**src/rtl/sram_1p_arbiter_pkg.sv**
```systemverilog
// Purpose: shared constants for the single-port SRAM arbiter and related macro wrappers.
//   - SRAM_DATA_W / SRAM_DEPTH / SRAM_ADDR_W : geometry of the 256x80 hard macro
//   - ST_INIT / ST_RUN                       : controller state encoding
package sram_1p_arbiter_pkg;

  localparam int unsigned SRAM_DATA_W = 80;
  localparam int unsigned SRAM_DEPTH  = 256;
  localparam int unsigned SRAM_ADDR_W = 8;

  localparam int unsigned ST_W = 1;
  localparam logic [ST_W-1:0] ST_INIT = 1'b0;
  localparam logic [ST_W-1:0] ST_RUN  = 1'b1;

endpackage

```
**src/rtl/rr_arb2.sv**
```systemverilog
// Purpose: two-way round-robin arbiter with a last-grant pointer.
// Ports:
//   clock   in  clock
//   reset   in  synchronous active-high reset; pointer favours requester 0 next
//   req     in  request per requester
//   advance in  a grant was taken this cycle; update the pointer
//   grant   out one-hot grant, combinational from req and pointer
module rr_arb2 (
  input  logic       clock,
  input  logic       reset,
  input  logic [1:0] req,
  input  logic       advance,
  output logic [1:0] grant
);

  // Requester that won most recently; reset to 1 so requester 0 wins the first tie.
  logic r_last;

  // Single requester always wins; on a tie the one not granted last wins.
  always_comb begin
    grant = 2'b00;
    case (req)
      2'b01:   grant = 2'b01;
      2'b10:   grant = 2'b10;
      2'b11:   grant = r_last ? 2'b01 : 2'b10;
      default: grant = 2'b00;
    endcase
  end

  // Pointer moves only when a grant is actually used.
  always_ff @(posedge clock) begin
    if (reset) begin
      r_last <= 1'b1;
    end else if (advance) begin
      r_last <= grant[1];
    end
  end

endmodule

```
**src/rtl/sram_1p_arbiter.sv**
```systemverilog
// Purpose: controller for one single-port 256x80 SRAM macro. Zero-fills the array
// after reset, then arbitrates one access per cycle between two requesters and
// returns read data one cycle after the grant, holding the last read word between reads.
// Ports:
//   clock, reset               clock and synchronous active-high reset
//   req_valid/ready/wen        per-requester handshake and direction (1 = write)
//   req_addr/req_wdata         per-requester address / write data, slice i per requester i
//   rsp_valid/rsp_id/rsp_data  read response (no backpressure)
//   init_done                  zero-fill complete
//   sram_ceb/web/a/d/q         macro interface (active-low enables)
module sram_1p_arbiter
  import sram_1p_arbiter_pkg::*;
#(
  parameter int unsigned DATA_W = SRAM_DATA_W,
  parameter int unsigned DEPTH  = SRAM_DEPTH,
  parameter int unsigned ADDR_W = SRAM_ADDR_W
) (
  input  logic                clock,
  input  logic                reset,
  input  logic [1:0]          req_valid,
  output logic [1:0]          req_ready,
  input  logic [1:0]          req_wen,
  input  logic [2*ADDR_W-1:0] req_addr,
  input  logic [2*DATA_W-1:0] req_wdata,
  output logic                rsp_valid,
  output logic                rsp_id,
  output logic [DATA_W-1:0]   rsp_data,
  output logic                init_done,
  output logic                sram_ceb,
  output logic                sram_web,
  output logic [ADDR_W-1:0]   sram_a,
  output logic [DATA_W-1:0]   sram_d,
  input  logic [DATA_W-1:0]   sram_q
);

  localparam logic [ADDR_W-1:0] LAST_ADDR = ADDR_W'(DEPTH - 1);

  logic [ST_W-1:0]   r_state;
  logic [ST_W-1:0]   w_state_nxt;
  logic [ADDR_W-1:0] r_init_cnt;
  logic              r_init_done;
  logic              r_rsp_valid;
  logic              r_rsp_id;
  logic [DATA_W-1:0] r_hold;

  logic [1:0]        w_arb_req;
  logic [1:0]        w_grant;
  logic              w_gid;
  logic              w_rd_grant;

  rr_arb2 u_arb (
    .clock   (clock),
    .reset   (reset),
    .req     (w_arb_req),
    .advance (|w_grant),
    .grant   (w_grant)
  );

  // Next state, arbiter request gating and macro drive. Everything is forced idle
  // while reset is high so the macro never sees a stray access.
  always_comb begin
    w_state_nxt = r_state;
    w_arb_req   = 2'b00;
    w_gid       = w_grant[1];
    w_rd_grant  = 1'b0;
    req_ready   = 2'b00;
    sram_ceb    = 1'b1;
    sram_web    = 1'b1;
    sram_a      = '0;
    sram_d      = '0;
    if (!reset) begin
      case (r_state)
        ST_INIT: begin
          sram_ceb = 1'b0;
          sram_web = 1'b0;
          sram_a   = r_init_cnt;
          if (r_init_cnt == LAST_ADDR) begin
            w_state_nxt = ST_RUN;
          end
        end
        ST_RUN: begin
          w_arb_req = req_valid;
          if (|w_grant) begin
            req_ready  = w_grant;
            sram_ceb   = 1'b0;
            sram_web   = w_gid ? ~req_wen[1] : ~req_wen[0];
            sram_a     = w_gid ? req_addr[2*ADDR_W-1:ADDR_W] : req_addr[ADDR_W-1:0];
            sram_d     = w_gid ? req_wdata[2*DATA_W-1:DATA_W] : req_wdata[DATA_W-1:0];
            w_rd_grant = w_gid ? ~req_wen[1] : ~req_wen[0];
          end
        end
        default: w_state_nxt = ST_INIT;
      endcase
    end
  end

  // State, init counter, response pipeline and read-hold register.
  always_ff @(posedge clock) begin
    if (reset) begin
      r_state     <= ST_INIT;
      r_init_cnt  <= '0;
      r_init_done <= 1'b0;
      r_rsp_valid <= 1'b0;
      r_rsp_id    <= 1'b0;
      r_hold      <= '0;
    end else begin
      r_state     <= w_state_nxt;
      r_init_done <= (w_state_nxt == ST_RUN);
      if (r_state == ST_INIT) begin
        r_init_cnt <= r_init_cnt + ADDR_W'(1);
      end
      r_rsp_valid <= w_rd_grant;
      if (w_rd_grant) begin
        r_rsp_id <= w_gid;
      end
      // Capture the returning word so later cycles hide the macro's undefined Q.
      if (r_rsp_valid) begin
        r_hold <= sram_q;
      end
    end
  end

  // Response passes Q through on the return cycle; otherwise shows the held word.
  assign rsp_valid = r_rsp_valid & ~reset;
  assign rsp_id    = r_rsp_id & ~reset;
  assign rsp_data  = reset ? '0 : (r_rsp_valid ? sram_q : r_hold);
  assign init_done = r_init_done & ~reset;

endmodule

```
**config.mk**
```make
export PLATFORM = sky130hd
export DESIGN_NAME = sram_1p_arbiter
export DESIGN_NICKNAME = d
export VERILOG_FILES = /design/src/rtl/sram_1p_arbiter_pkg.sv /design/src/rtl/rr_arb2.sv /design/src/rtl/sram_1p_arbiter.sv
export SDC_FILE = /design/constraint.sdc
export NUM_CORES = 1
export LEC_CHECK = 0
export BUFFER_PORTS_ARGS = -buffer_cell sky130_fd_sc_hd__buf_2
export CORE_AREA = 8 8 165 167
export CTS_BUF_LIST = sky130_fd_sc_hd__clkbuf_4
export CTS_CLUSTER_SIZE = 40
export DETAILED_ROUTE_END_ITERATION = 6
export DIE_AREA = 0 0 173 175
export PLACE_DENSITY = 0.57
export SETUP_SLACK_MARGIN = 0.05
export SLEW_MARGIN = 20
export SYNTH_ARGS = -nofsm -noshare
export SYNTH_HDL_FRONTEND = slang
export SYNTH_SLANG_ARGS = --single-unit
```
**constraint.sdc**
```tcl
create_clock -name clock -period 1.4 [get_ports clock]
set_input_delay 0.07 -clock clock [delete_from_list [all_inputs] [get_ports clock]]
set_output_delay 0.07 -clock clock [all_outputs]
set_load 0.02 [all_outputs]
```
======== Yosys cells after proc, flatten, opt, wreduce, memory -nomap -nowiden ========
Index checks and enable logic that the tools add are counted.
storage, ports and cells
  logic and storage cells ................. 48
  memories kept ........................... 0
  latch bits .............................. 0
  bits in registers ....................... 92
  memory bits (writable) .................. 0
  ROM bits ................................ 0
cells by class
  multipliers ............................. 0
  equal/unequal tests ..................... 4
  bitwise gates (word level) .............. 7
  $lt $le $gt $ge ......................... 0
  add/sub/neg operators ................... 1
  mux-type cells .......................... 29
  reductions and logical operators ........ 1
  divide/modulo/power cells ............... 0
  shift operators ......................... 0
operators by type and width
  kind                                                  count
  two-way mux 80 bit                                    6
  two-way mux 8 bit                                     3
  case mux 8 bit (2 select lines)                       1
  two-way mux 2 bit                                     6
  two-way mux 1 bit                                     10
  adder 8 x 1 -> 8 bit (second input constant)          1
  equality test 8 bit (second input constant)           1
  case mux 2 bit (3 select lines)                       1
  equality test 2 bit (second input constant)           2
  inverter 1 bit                                        4
  case mux 1 bit (2 select lines)                       2
  bitwise AND 1 bit                                     3
  equality test 2 x 1 -> 1 bit (second input constant)  1
  OR reduction 2 bit                                    1

======== Longest topological paths before layout ========
  word-level depth ........................ 8
  depth in mapped cells ................... 6

======== Cells and area by module ========
A second synthesis with hierarchy kept.
second synthesis, totals
  cell total of the unflattened synthesis .. 535
  area total of the unflattened synthesis .. 4768.3 µm²
by module, submodules not included
  module           times used  cells each  area each (µm²)
  sram_1p_arbiter  1           529         4714.5
  rr_arb2          1           6           53.8

======== Worst setup path before layout ========
No wires, ideal clock.
  path kind ............................... register -> output
  from .................................... register u_arb.r_last
  to ...................................... output port sram_a[0]
  setup slack ............................. -43 ps
  arrival ................................. 1373 ps
  data required time ...................... 1330 ps
  cell stages (with the launch flop) ...... 6
  path buffers ............................ 2
  cell sequence ........................... dfxtp_1 nand2b_1 buf_4 buf_4 a31oi_1 a211oi_1
between the ends
  cells in the longest elaborated chain, start to end .. 6
  elaborated cells between the ends (all ways) .. 7
  classes of those cells .................. 6 x mux; 1 x reduce/logical
ends and longest elaborated chain
  what                                                            RTL line                                      source
  from (decl)                                                     rr_arb2.sv:17                                 logic r_last;
  from (signal assigned)                                          rr_arb2.sv:35                                 r_last <= grant[1];
  two-way mux 2 bit *                                             rr_arb2.sv:25                                 2'b11: grant = r_last ? 2'b01 : 2'b10;
  case mux 2 bit (3 select lines) *                               rr_arb2.sv:22                                 case (req)
  two-way mux 8 bit / OR reduction 2 bit (equally long branches)  sram_1p_arbiter.sv:87, sram_1p_arbiter.sv:83
  two-way mux 8 bit *                                             sram_1p_arbiter.sv:83                         if (|w_grant) begin
  case mux 8 bit (2 select lines) *                               sram_1p_arbiter.sv:72                         case (r_state)
  two-way mux 8 bit *                                             sram_1p_arbiter.sv:71                         if (!reset) begin
  to (decl)                                                       sram_1p_arbiter.sv:31                         output logic [ADDR_W-1:0] sram_a,
Mark *: on every way between the ends. The rest lies on a longest branch, timed or not.

======== Worst setup path in the final report ========
  from .................................... register u_arb.r_last
  to ...................................... output port sram_a[1]
Same word-level chain as after synthesis.

==> impl_results.md <==
- Share of cells above drive strength 1: between 50% and 60%
- Critical path origin: u_arb.r_last$_SDFFE_PP1P_
- Nets@finish: between 1k and 1.5k
- HP Start: sram_q[8]
- CTS clock-pin slew for the worst setup and hold paths: between 150 and 200 ps
- Reg2reg start: u_arb.r_last$_SDFFE_PP1P_
- Clock tree buffer depth: 2
- Status: complete, but fails checks
- Pleak: roughly 4.8 nW
- Post-synthesis adder-cell area fraction: less than 1%
- CTS H-Tree Depth: 3
- Die width: between 150 and 200 um
- Crit path largest cell delay: 390 ps
- Core Box Area: 24700 sq um
- Reg2Reg Setup Slack: -150 ps
- Antenna viol nets, final: 0
- Top FF cell, synth: dfxtp_1
- Vias in the first global route: roughly 7.5k
- Top delay family on crit path: compound AO/OA/AOI/OAI gates
- Largest family of logic cells by synthesized area: compound AO/OA/AOI/OAI gates
- DP HPWL: 21300 um
- Complex-gate fraction of the synthesized area: approximately 20%
- Die area: between 30000 and 40000 sq um
- Fin crit share: 141%
- RSZ-0062 raised after global routing: yes
- WP data required: about 1300 ps
- XOR/XNOR Fraction of Synth Area: less than 1%
- Met1 Wirelength: ~12000 um
- EDFF count, synth: 0
- CP Buf/Inv Count: 2
- Post-synthesis cell type count: 43
- Chip height: between 150 and 200 um
- Worst-skew pair later-pin latency: 490 ps
- Critical Path Stages: 5
- Max-Cap Viols: 0
- Register-to-Register Path Depth: 7
- Slew headroom: about three quarters
- Area grow syn2layout: 114%
- Vias/cell: approximately 4.8
- Num CTS Buffers: 9
- Min Tclk post-route: 1970 ps
- Post-Route WL: 31200 um
- First-pass GRT wire length: between 40000 and 50000 um
- PortBufs: ~440
- Syn Std Cell Area: 5040 sq um
- Worst vdd ir: a little over 0.7 mV
- Initial antenna violation count: 5
- CTS root buf: clkbuf_4
- Worst Setup End Kind: primary output
- Max Clock Freq: ~510 MHz
- Worst Hold Slack: 117 ps
- Yosys warnings: 0
- Critical path class: flip-flop to primary output
- Slew @ Worst Pin: 394 ps
- CP arrival: ~1900 ps
- Hold Path End: r_hold[8]$_DFF_P_
- Setup TNS: -68240 ps
- Mapped Cells: 645
- Failing checks: setup timing
- TritonCTS clock tree: yes
- Pre-antenna DRT Iters: 6
- Clock Sinks: between 90 and 100
- Critical Path, Cell by Cell: nand2b_4 -> buf_12 -> a211oi_4 -> a221o_1 -> buf_6
- Total Routing Usage GR: approximately 18%
- Metal2 WL: about 16000 um
- Initial Util: between 20% and 30%
- Endpoints failing setup: 173
- Gr ovfl total: 0
- Worst Slack Setup Final: -571 ps
- Top Metal Used: met5
- Post-Syn Nets: 908
- GP Congestion: 0.890
- Mux cell area share after synthesis: between 15 and 20%
- # rows: 58
- Sequential area share after synthesis: between 30 and 40%
- Dpl ws: -86.5 ps
- Final number of hold-violating endpoints: 0
- Fin. max-slew vios: 0
- Post-route cell area: around 11000 sq um
- I/O Pins: between 400 and 500
- Async set-reset flop share out of synthesis: 0%
- Largest net degree at the start of global routing: 76
- CP Max Fanout: 7
- Wire per inst: between 20 and 25 um
- Post-placement cell area: slightly below 8000 sq um
- Worst hold path depth: 5
- Final Skew: between 30 and 40 ps
- CP max stage cell: a211oi_4
- Met3 WL: ~2800 um
- Startpoint types: flip-flop
- Post-Syn Area per Cell: 7.82 sq um
- Post-synthesis simple-gate area fraction: approximately a fifth
- Worst hold path type: input port to flip-flop
- DR vias: about 7.4k
- Drc violations: 0
- Pwr Density: 491 nW/um^2
- Initial DRC Count: 497
- FF-to-FF End: r_rsp_valid$_SDFF_PP0_
- #FFs+latches synth: 92
==> kinds of logic after synthesis <==
logic type,Yosys count
xor gates and xnor gates,3
DFF,92
and+or+nand+nor,208
muxes,81
AOI/OAI and AO/OA,189
buffers and inverters,71
adders and majority gates,1
==> layer usage <==
| metal | vias to the layer above | track usage (%) |
|---|---|---|
| met5 | - | 0 |
| met4 | 4 | 7.87 |
| met3 | 66 | 6.39 |
| met2 | 392 | 31.2 |
| met1 | 3476 | 19.7 |
| li1 | 3431 | - |
==> cell usage in the layout (no fill, tap or decap), types with 24 or more instances in the layout <==
cell type      count
buf_2            272
buf_4            173
dfxtp_1           87
dlygate4sd3_1     82
nor2_1            81
nand3_1           78
mux2i_1           76
a21oi_1           51
buf_6             45
o21ai_1           36
a21oi_2           33
o21ai_2           32
buf_12            24
==> sequential cells by signal, indices dropped and copies added (netlist names) <==
name and flops:
r_init_cnt 8, r_hold 80, r_init_done 1, u_arb.r_last 1
r_rsp_id 1, r_rsp_valid 1
==> worst max-delay path by stage <==
| stage | endpoint | slack (ps) |
|---|---|---|
| 6_report | sram_a[1] | -570 |
| 5_1_grt | sram_a[1] | -650 |
| 4_1_cts | sram_a[1] | -590 |
| 3_5_place_dp | sram_d[69] | -90 |
| 3_3_place_gp | sram_d[42] | -50 |
| 2_1_floorplan | sram_d[0] | -20 |
==> cells in the mapped netlist, drive strengths merged, types with 3 or more instances <==
library cell  count  area [sq um]
clkbuf           24          91.3
dfxtp            92          1840
o21ai            84           420
and3              7          43.8
nand2b            3          26.3
nor2b             5          31.3
nor2             90           340
nand2             3          13.8
a21oi            86           430
buf              43           230
mux2i            81           811
a211oi            5          50.1
and2              5          31.3
a221o             6          60.1
inv               4          15.0
a31oi             3          18.8
nand3            82           410
==> repair_timing <==
| action | 4_1_cts | 5_1_grt |
|---|---|---|
| hold endpoints to repair | 82 | 0 |
| hold buffers | 82 | 0 |
| buffers inserted | 19 | 23 |
| pin swaps | 27 | 68 |
| endpoints found under the setup margin | 177 | 176 |
| gates resized for setup | 241 | 214 |
| cloned | 10 | 10 |
==> worst min-delay path, delay by kind of cell <==
kind,cells,cell delay [ps]
buffers and inverters,3,300
and+or+nand+nor,1,140
muxes,1,60
==> stage by stage <==
| stage | power (mW) | cells | utilization, % |
|---|---|---|---|
| floorplan | 2.97 | 645 | - |
| global placement | 3.49 | 1391 | 32.0 |
| detailed placement | 3.49 | 1391 | 32.0 |
| CTS | 5.26 | 1518 | 39.9 |
| global route | 5.56 | 1543 | 43.8 |
| finish | 5.30 | 1543 | 43.8 |
==> layout make-up <==
type | count | area (sq um)
tap | 330 | 413
timing repair buffer | 617 | 4920
sequential | 92 | 1850
inverter | 4 | 20.0
clock inverter | 7 | 76.3
antenna | 2 | 5.00
multi-input combinational | 482 | 3450
fill | 2354 | 13900
clock buffer | 9 | 67.6
==> where the power goes <==
part	switching [mW]	internal (mW)	total [mW]	leakage [nW]
registers	0.0102	2.63	2.64	0.743
clock network	1.10	0.424	1.52	0.0774
logic	0.519	0.626	1.14	3.94
(Power assumes the default switching activity.)
